**src/rtl/if_id_buffer_pkg.sv**
```systemverilog
// Shared constants for the IF/ID decoupling buffer: field widths, NOP encoding and defaults.
package if_id_buffer_pkg;

    localparam int PC_BITS          = 32;
    localparam int INSTRUCTION_BITS = 32;

    // RISC-V canonical NOP (addi x0, x0, 0) shown to decode whenever the buffer is empty
    localparam logic [INSTRUCTION_BITS-1:0] NOP_INSTR = 32'h0000_0013;

    localparam int DEFAULT_DEPTH    = 2;
    localparam int DEFAULT_CNT_BITS = 16;

endpackage

```
**src/rtl/if_id_fifo_mem.sv**
```systemverilog
// DEPTH x WIDTH register file for the IF/ID buffer: one synchronous write port, one async read port.
module if_id_fifo_mem #(
    parameter int DEPTH = 2,
    parameter int WIDTH = 64
) (
    input  logic                     clk,
    input  logic                     we_i,
    input  logic [$clog2(DEPTH)-1:0] waddr_i,
    input  logic [WIDTH-1:0]         wdata_i,
    input  logic [$clog2(DEPTH)-1:0] raddr_i,
    output logic [WIDTH-1:0]         rdata_o
);

    logic [WIDTH-1:0] mem_q [DEPTH];

    // Storage is deliberately not reset; validity is tracked by the controller's count
    always_ff @(posedge clk) begin
        if (we_i) begin
            mem_q[waddr_i] <= wdata_i;
        end
    end

    assign rdata_o = mem_q[raddr_i];

endmodule

```
**src/rtl/if_id_buffer.sv**
```systemverilog
// IF/ID decoupling FIFO with valid/ready handshakes, flush and NOP injection.
// Define IF_ID_PERF_CNT_EN to add saturating stall/flush performance counters.
module if_id_buffer
    import if_id_buffer_pkg::*;
#(
    parameter int                          PC_BITS_P  = PC_BITS,
    parameter int                          INSTR_BITS = INSTRUCTION_BITS,
    parameter int                          DEPTH      = DEFAULT_DEPTH,
    parameter logic [INSTRUCTION_BITS-1:0] NOP        = NOP_INSTR,
    parameter int                          CNT_BITS   = DEFAULT_CNT_BITS
) (
    input  logic                  clk,
    input  logic                  rst,
    input  logic                  i_valid,
    output logic                  o_ready,
    input  logic [PC_BITS_P-1:0]  i_PCNext,
    input  logic [INSTR_BITS-1:0] i_instruction,
    output logic                  o_valid,
    input  logic                  i_id_ready,
    output logic [PC_BITS_P-1:0]  o_PCNext,
    output logic [INSTR_BITS-1:0] o_instruction,
`ifdef IF_ID_PERF_CNT_EN
    output logic [CNT_BITS-1:0]   o_stall_cnt,
    output logic [CNT_BITS-1:0]   o_flush_cnt,
`endif
    input  logic                  i_flush
);

    localparam int PTR_W = $clog2(DEPTH);
    localparam int CNT_W = $clog2(DEPTH + 1);
    localparam int WIDTH = PC_BITS_P + INSTR_BITS;

    logic [PTR_W-1:0] rd_ptr_q, rd_ptr_d;
    logic [PTR_W-1:0] wr_ptr_q, wr_ptr_d;
    logic [CNT_W-1:0] count_q, count_d;
    logic             push, pop;
    logic [WIDTH-1:0] headData;

    // Handshake flags come from registered count only, so i_id_ready never reaches o_ready
    assign o_ready = (count_q < CNT_W'(DEPTH));
    assign o_valid = (count_q != '0);
    assign push    = i_valid & o_ready & ~i_flush;
    assign pop     = o_valid & i_id_ready & ~i_flush;

    always_comb begin
        rd_ptr_d = rd_ptr_q;
        wr_ptr_d = wr_ptr_q;
        count_d  = count_q;
        if (i_flush) begin
            rd_ptr_d = '0;
            wr_ptr_d = '0;
            count_d  = '0;
        end else begin
            if (push) wr_ptr_d = wr_ptr_q + PTR_W'(1);
            if (pop)  rd_ptr_d = rd_ptr_q + PTR_W'(1);
            if (push && !pop)      count_d = count_q + CNT_W'(1);
            else if (pop && !push) count_d = count_q - CNT_W'(1);
        end
    end

    always_ff @(posedge clk or posedge rst) begin
        if (rst) begin
            rd_ptr_q <= '0;
            wr_ptr_q <= '0;
            count_q  <= '0;
        end else begin
            rd_ptr_q <= rd_ptr_d;
            wr_ptr_q <= wr_ptr_d;
            count_q  <= count_d;
        end
    end

    if_id_fifo_mem #(
        .DEPTH (DEPTH),
        .WIDTH (WIDTH)
    ) u_mem (
        .clk     (clk),
        .we_i    (push),
        .waddr_i (wr_ptr_q),
        .wdata_i ({i_PCNext, i_instruction}),
        .raddr_i (rd_ptr_q),
        .rdata_o (headData)
    );

    // Stale storage is masked so decode sees a harmless NOP at PC 0 when empty
    assign o_PCNext      = o_valid ? headData[WIDTH-1:INSTR_BITS] : '0;
    assign o_instruction = o_valid ? headData[INSTR_BITS-1:0]     : NOP;

`ifdef IF_ID_PERF_CNT_EN
    logic [CNT_BITS-1:0] stall_cnt_q;
    logic [CNT_BITS-1:0] flush_cnt_q;

    always_ff @(posedge clk or posedge rst) begin
        if (rst) begin
            stall_cnt_q <= '0;
            flush_cnt_q <= '0;
        end else begin
            if (o_valid && !i_id_ready && (stall_cnt_q != '1)) begin
                stall_cnt_q <= stall_cnt_q + CNT_BITS'(1);
            end
            if (i_flush && (flush_cnt_q != '1)) begin
                flush_cnt_q <= flush_cnt_q + CNT_BITS'(1);
            end
        end
    end

    assign o_stall_cnt = stall_cnt_q;
    assign o_flush_cnt = flush_cnt_q;
`endif

endmodule

```
**config.mk**
```make
export PLATFORM = sky130hd
export DESIGN_NAME = if_id_buffer
export DESIGN_NICKNAME = d
export VERILOG_FILES = /design/src/rtl/if_id_buffer_pkg.sv /design/src/rtl/if_id_fifo_mem.sv /design/src/rtl/if_id_buffer.sv
export SDC_FILE = /design/constraint.sdc
export NUM_CORES = 1
export LEC_CHECK = 0
export ABC_AREA = 1
export CAP_MARGIN = 20
export CORE_MARGIN = 2
export CORE_UTILIZATION = 49
export CTS_CLUSTER_SIZE = 20
export DETAILED_ROUTE_END_ITERATION = 16
export PLACE_DENSITY = 0.79
export SLEW_MARGIN = 15
export SYNTH_ARGS = -nofsm -noshare
export SYNTH_HDL_FRONTEND = slang
export SYNTH_HIERARCHICAL = 1
export SYNTH_SLANG_ARGS = --single-unit
```
**constraint.sdc**
```tcl
create_clock -name clk -period 5.2 [get_ports clk]
set_input_delay 0.52 -clock clk [delete_from_list [all_inputs] [get_ports clk]]
set_output_delay 0.52 -clock clk [all_outputs]
set_load 0.02 [all_outputs]
```
==> results of run 1 <==
[kinds of logic after synthesis]
logic type      Yosys count  synth area share
flops                   132             0.716
compound gates            2           0.00500
simple gates            280             0.198
xor+xnor                  2           0.00318
buf+inv                  89            0.0779
[synth_stat cells, drive strengths merged]
cell type  count
a21boi         1
a21oi          1
buf           14
clkbuf         6
dfrtp          4
edfxtp       128
inv           69
nand2        208
nand3          2
nor2          67
or2            3
xor2           2
[worst max path at each step]
stage,startpoint,endpoint,slack [ns]
CTS,rd_ptr_q$_DFFE_PP0P_,o_PCNext[17],1.41
global route,rd_ptr_q$_DFFE_PP0P_,o_instruction[10],1.56
finish,rd_ptr_q$_DFFE_PP0P_,o_PCNext[17],1.77
detailed placement,rd_ptr_q$_DFFE_PP0P_,o_PCNext[25],1.99
floorplan,count_q[1]$_DFFE_PP0P_,u_mem/mem_q[0][0]$_DFFE_PP_,1.21
global placement,rd_ptr_q$_DFFE_PP0P_,o_PCNext[21],2.03
[flip-flops by register name, summed over array words and instances (netlist names)]
signal / flops
count_q: 2
u_mem/mem_q: 128
rd_ptr_q: 1
wr_ptr_q: 1
[cell type report]
class,instances,area (µm²),share of cell area
tap,140,175,0.0234
clock inverter,13,136,0.0182
inverter,69,259,0.0346
clock buffer,19,422,0.0564
multi-input combinational,284,1150,0.154
timing repair buffer,139,1390,0.186
sequential,132,3950,0.528
[worst max-delay path: cells and delay by family (launching register included)]
family | cells | cell delay [ns]
flops | 1 | 0.34
buf+inv | 5 | 1.83
simple gates | 3 | 0.19
[metal layers]
layer  GRT usage  routed length (µm)  vias to the layer above
met5           0                  13                        -
met4      0.0841                 244                        2
met3      0.0617                 719                       20
met2       0.319                5680                      132
met1       0.232                4360                     1721
li1            -                   -                     1852
[per-stage QoR]
| stage | total power (µW) | cells | utilization | area, µm² |
|---|---|---|---|---|
| after floorplan | 1790 | 505 | - | 5510 |
| final | 3200 | 796 | 0.687 | 7480 |
| after global placement | 2110 | 763 | 0.634 | 6900 |
| after CTS | 3230 | 795 | 0.685 | 7460 |
| after detailed placement | 2130 | 763 | 0.634 | 6900 |
| after global routing | 3360 | 796 | 0.687 | 7480 |
[power breakdown]
group | switching, µW | internal, µW
clock network | 420 | 678
registers | 20.7 | 1250
logic | 498 | 341
total | 938 | 2260
==> results.py, run 1 <==
metrics = {
    "route": {
        "route.detailed.vias_per_inst": 4.68,
        "drt_iter0_markers": 306,
        "drt_drc_violations_left": 0,
        "vias": 3727,
        "post_drt_wl_per_cell_um": 13.8,
        "drt_first_pass_iters": 4,
        "postRouteWirelength_mm": 11.0,
        "ant_nets": 0,
    },
    "power": {
        "static_leakage_uw": 0.00313,
        "ir_worst_vdd_uv": 242,
        "p_per_area_nw_per_um2": 428,
    },
    "cts": {
        "cts-buffers-inserted": 17,
        "cts_tree": "yes",
        "post_cts.repair.setup_buffers": 0,
        "clock_pin_slew_reported_for_the_worst_setup_and_hold_paths_after_clock_tree_synthesis_ns": 0.06,
        "holdBufCountCts": 0,
        "insertion_delay_ns": 0.51,
        "cts.sinks": 132,
        "ctsResizeCount": 0,
        "ctsHtreeMaxLevel": 4,
        "clockRootBuffer": "sky130_fd_sc_hd__clkbuf_8",
        "clk_path_buf_depth": 2,
    },
    "place": {
        "rd_place_congestion": 0.785,
        "detailedPlacementHpwl_mm": 6.89,
        "post-place-ws_ns": 1.99,
        "io_buffer_count": 134,
    },
    "floorplan": {
        "initial_core_util": 0.506,
        "io-pin-count": 135,
        "die_w_um": 110,
        "die-height_um": 110,
        "fp.dieArea_um2": 12100,
        "core_region_area_um2": 10900,
        "num_rows": 38,
    },
    "global_routing": {
        "grt_antenna_before_repair": 1,
        "first_global_vias": 3545,
        "grt_usage": 0.193,
        "grt_overflow": 0,
        "grt_pass1_wl_mm": 17.0,
        "grt_start_max_net_pins": 67,
    },
    "sta": {
        "worst_slew_margin_rel": 0.501,
        "tightestPinTransition_ns": 0.747,
        "clock_period_minus_final_worst_setup_slack_ns": 3.43,
        "unrepaired_setup_endpoints_after_global_routing": "false",
        "worst_case_setup_margin_in_the_final_layout_ns": 1.77,
        "timing.setup.tns_ns": 0,
        "timing.clock.skew_ns": 0.00610,
        "hold_viol": 0,
        "min_period_over_period": 0.661,
        "fin_worst_hold_slack_ns": 0.203,
        "timing.fmax_ghz": 0.291,
        "setup_viol": 0,
        "finalMaxSlewViolations": 0,
    },
    "cells_and_area": {
        "mostFrequentLayoutCell": "sky130_fd_sc_hd__nand2_1",
        "final_layout_size_suffix_gt1_frac": 0.0701,
        "layout.cells.most_common_list": "sky130_fd_sc_hd__nand2_1, sky130_fd_sc_hd__clkdlybuf4s50_1, sky130_fd_sc_hd__edfxtp_1",
        "nFillCells": 802,
        "finish.net_count": 712,
        "areaGrowthSynthToFinish_pct": 35.8,
        "insertedDiodeCount": 0,
    },
    "synth": {
        "syn-mean-instance-area_um2": 10.9,
        "yosys.cell_types.count": 17,
        "instance_count_of_the_mapped_netlist": 505,
        "netlist_top_cells_area": "sky130_fd_sc_hd__edfxtp_1, sky130_fd_sc_hd__nand2_1, sky130_fd_sc_hd__inv_1, sky130_fd_sc_hd__nor2_1, sky130_fd_sc_hd__dfrtp_1",
        "synth_sequential_area_ratio": 0.716,
        "syn_area_um2": 5510,
        "synth_nets": 574,
        "synth_seq_cells": 132,
        "post-synth-top-area-cell": "sky130_fd_sc_hd__edfxtp_1",
        "synthDominantCellAreaShare": 0.698,
        "yosys_synthesis_warning_count": 6,
    },
    "worst_setup_path": {
        "worst-endpoint-required_ns": 4.68,
        "ff2ff_path_depth": 6,
        "timing.rr.end": "u_mem/mem_q[0][42]$_DFFE_PP_",
        "critical_path.reg2reg.startpoint": "count_q[1]$_DFFE_PP0P_",
        "critical_path_arrival_ns": 2.91,
        "endpoint_kind": "output pin",
        "critical_path_cell_with_the_highest_stage_delay": "sky130_fd_sc_hd__buf_4",
        "rrSetupSlack_ns": 2.77,
        "crit_fanout": 66,
        "start_kind": "register",
        "most_frequent_cell_on_critical_path": "sky130_fd_sc_hd__nand2_1",
        "critPathMaxStageDelay_ns": 0.56,
        "cp_cell_sequence": "buf_4 > inv_2 > buf_12 > nand2_1 > nand2_1 > inv_1 > nor2_1 > clkdlybuf4s50_1",
        "critPathKind": "reg -> out",
    },
    "min_path": {
        "hold_path_class": "in -> async",
    },
    "flow_run": {
        "maxCapViolations": 0,
    },
    "status": {
        "run_status": "finished, final reports clean",
    },
}
Note: power is estimated with default switching activity, not from simulation.
==> run 2, diff against run 1 <==
- CORE_UTILIZATION: 49 -> 45
- PLACE_DENSITY: 0.79 -> 0.77
- clock period: 5.2 -> 2.9 ns (I/O delays scaled with it)
==> results.py, run 2 (synthesis results as in run 1) <==
metrics = {
    "cells_and_area": {
        "max_reg_flops": 128,
        "finish.utilization": 0.636,
        "multi_input_area_um2": 1150,
        "mostFrequentLayoutCell": "sky130_fd_sc_hd__nand2_1",
        "largest-register": "u_mem/mem_q",
        "final-seq-area_um2": 3950,
        "areaGrowthSynthToFinish_pct": 38.2,
        "layout_top_registers": "u_mem/mem_q x128, count_q x2",
        "final_layout_size_suffix_gt1_frac": 0.0802,
        "nFillCells": 960,
        "layout.cells.most_common_list": "sky130_fd_sc_hd__nand2_1, sky130_fd_sc_hd__clkdlybuf4s50_1, sky130_fd_sc_hd__edfxtp_1",
        "finish.net_count": 717,
        "insertedDiodeCount": 0,
    },
    "sta": {
        "setup_viol": 0,
        "timing.clock.skew_ns": 0.00634,
        "timing.setup.tns_ns": 0,
        "tightestPinTransition_ns": 0.524,
        "clock_period_minus_final_worst_setup_slack_ns": 2.45,
        "timing.fmax_ghz": 0.408,
        "fin_worst_hold_slack_ns": 0.0749,
        "min_period_over_period": 0.844,
        "unrepaired_setup_endpoints_after_global_routing": "false",
        "worst_slew_margin_rel": 0.650,
        "finalMaxSlewViolations": 0,
        "hold_viol": 0,
    },
    "cts": {
        "cts.sinks": 132,
        "clk_path_buf_depth": 2,
        "cts_tree": "yes",
        "clock_pin_slew_reported_for_the_worst_setup_and_hold_paths_after_clock_tree_synthesis_ns": 0.06,
        "cts-buffers-inserted": 17,
        "holdBufCountCts": 0,
        "insertion_delay_ns": 0.40,
        "post_cts.repair.setup_buffers": 0,
        "clockRootBuffer": "sky130_fd_sc_hd__clkbuf_16",
        "ctsHtreeMaxLevel": 4,
        "ctsResizeCount": 0,
    },
    "route": {
        "route.detailed.vias_per_inst": 4.55,
        "post_drt_wl_per_cell_um": 13.5,
        "drt_first_pass_iters": 4,
        "vias": 3679,
        "ant_nets": 0,
        "postRouteWirelength_mm": 10.9,
        "drt_drc_violations_left": 0,
        "drt_iter0_markers": 157,
    },
    "floorplan": {
        "num_rows": 40,
        "die_w_um": 115,
        "io-pin-count": 135,
        "fp.dieArea_um2": 13100,
        "core_region_area_um2": 12000,
        "initial_core_util": 0.460,
        "die-height_um": 115,
    },
    "place": {
        "io_buffer_count": 134,
        "detailedPlacementHpwl_mm": 7.32,
        "rd_place_congestion": 0.786,
    },
    "worst_setup_path": {
        "critical_path_arrival_ns": 2.16,
        "critPathKind": "reg -> out",
        "worst-endpoint-required_ns": 2.61,
        "crit_fanout": 64,
        "start_kind": "register",
        "cp_cell_sequence": "inv_2 > buf_12 > nand2_1 > nand2_1 > inv_1 > nor2_1 > clkdlybuf4s50_1",
        "crit_start": "rd_ptr_q$_DFFE_PP0P_",
        "most_frequent_cell_on_critical_path": "sky130_fd_sc_hd__nand2_1",
        "endpoint_kind": "output pin",
        "critPathMaxStageDelay_ns": 0.61,
        "critical_path.reg2reg.startpoint": "count_q[1]$_DFFE_PP0P_",
        "critical_path_cell_with_the_highest_stage_delay": "sky130_fd_sc_hd__clkdlybuf4s50_1",
    },
    "power": {
        "ir_worst_vdd_uv": 425,
        "p_seq_frac": 0.377,
        "power.share.switching": 0.284,
        "net-switching-power_uw": 1710,
        "static_leakage_uw": 0.00320,
        "p_per_area_nw_per_um2": 792,
        "p_comb_frac": 0.250,
        "power.share.clock": 0.373,
        "power.internal_uw": 4320,
    },
    "min_path": {
        "hold_path_class": "in -> async",
    },
    "global_routing": {
        "first_global_vias": 3671,
        "grt_start_max_net_pins": 65,
        "grt_usage": 0.173,
        "grt_antenna_before_repair": 0,
        "grt_overflow": 0,
        "grt_pass1_wl_mm": 17.3,
    },
    "status": {
        "run_status": "finished, final reports clean",
    },
    "flow_run": {
        "maxCapViolations": 0,
    },
}
[run 2: changes by cell type in the layout (fill, tap and decap cells not counted), moves of 2 or more]
cell                         previous run  this run
sky130_fd_sc_hd__buf_4                  4         8
sky130_fd_sc_hd__bufinv_16              2         4
sky130_fd_sc_hd__clkinv_1               2         0
sky130_fd_sc_hd__clkinv_4               3         5
sky130_fd_sc_hd__clkinvlp_4             5         1
sky130_fd_sc_hd__inv_6                  0         2
[run 2: layout make-up]
class	count	area share
inverters	69	0.0340
flip-flops and latches	132	0.518
clock inverters	13	0.0263
multi-input cells	284	0.151
repair buffers	144	0.189
clock buffers	19	0.0569
well taps	147	0.0242
[run 2: worst max-delay path: cells and delay by family (launching register included)]
family / cells / cell delay (ns)
simple gates: 3 / 0.31
flops: 1 / 0.42
buf+inv: 4 / 0.97
[run 2: stage by stage]
stage          cell area [µm²]  cells  power, µW  setup WS [ns]
2_1_floorplan             5510    505       3220        0.00328
3_3_place_gp              6980    776       3810          0.849
3_5_place_dp              6980    776       3840          0.844
4_1_cts                   7610    808       6090          0.417
5_1_grt                   7610    808       6310          0.331
6_report                  7610    808       6030          0.452
[run 2: path summary, 6_finish.rpt]
path	to	slack (ns)	depth (start not counted)
min reg2reg	count_q[1]$_DFFE_PP0P_	0.59	2
max in group asynchronous	rd_ptr_q$_DFFE_PP0P_	2.65	2
min in group clk	u_mem/mem_q[0][19]$_DFFE_PP_	0.47	1
max reg2reg	u_mem/mem_q[1][35]$_DFFE_PP_	1.09	6
max	o_instruction[23]	0.45	7
min	count_q[0]$_DFFE_PP0P_	0.07	2
[run 2: power by group through the flow]
stage | registers (µW) | logic [µW] | clock network (µW)
3_3_place_gp | 2300 | 1500 | 0
5_1_grt | 2280 | 1660 | 2370
6_report | 2270 | 1510 | 2250
4_1_cts | 2270 | 1540 | 2280
2_1_floorplan | 2300 | 910 | 0
3_5_place_dp | 2310 | 1530 | 0
[run 2: layer usage]
metal  wire length (µm)  GRT usage  vias up
li1                   -          -     1870
met1               4360      0.200     1710
met2               6020      0.317       91
met3                476     0.0424        8
met4                 74     0.0504        0
met5                  0          0        -
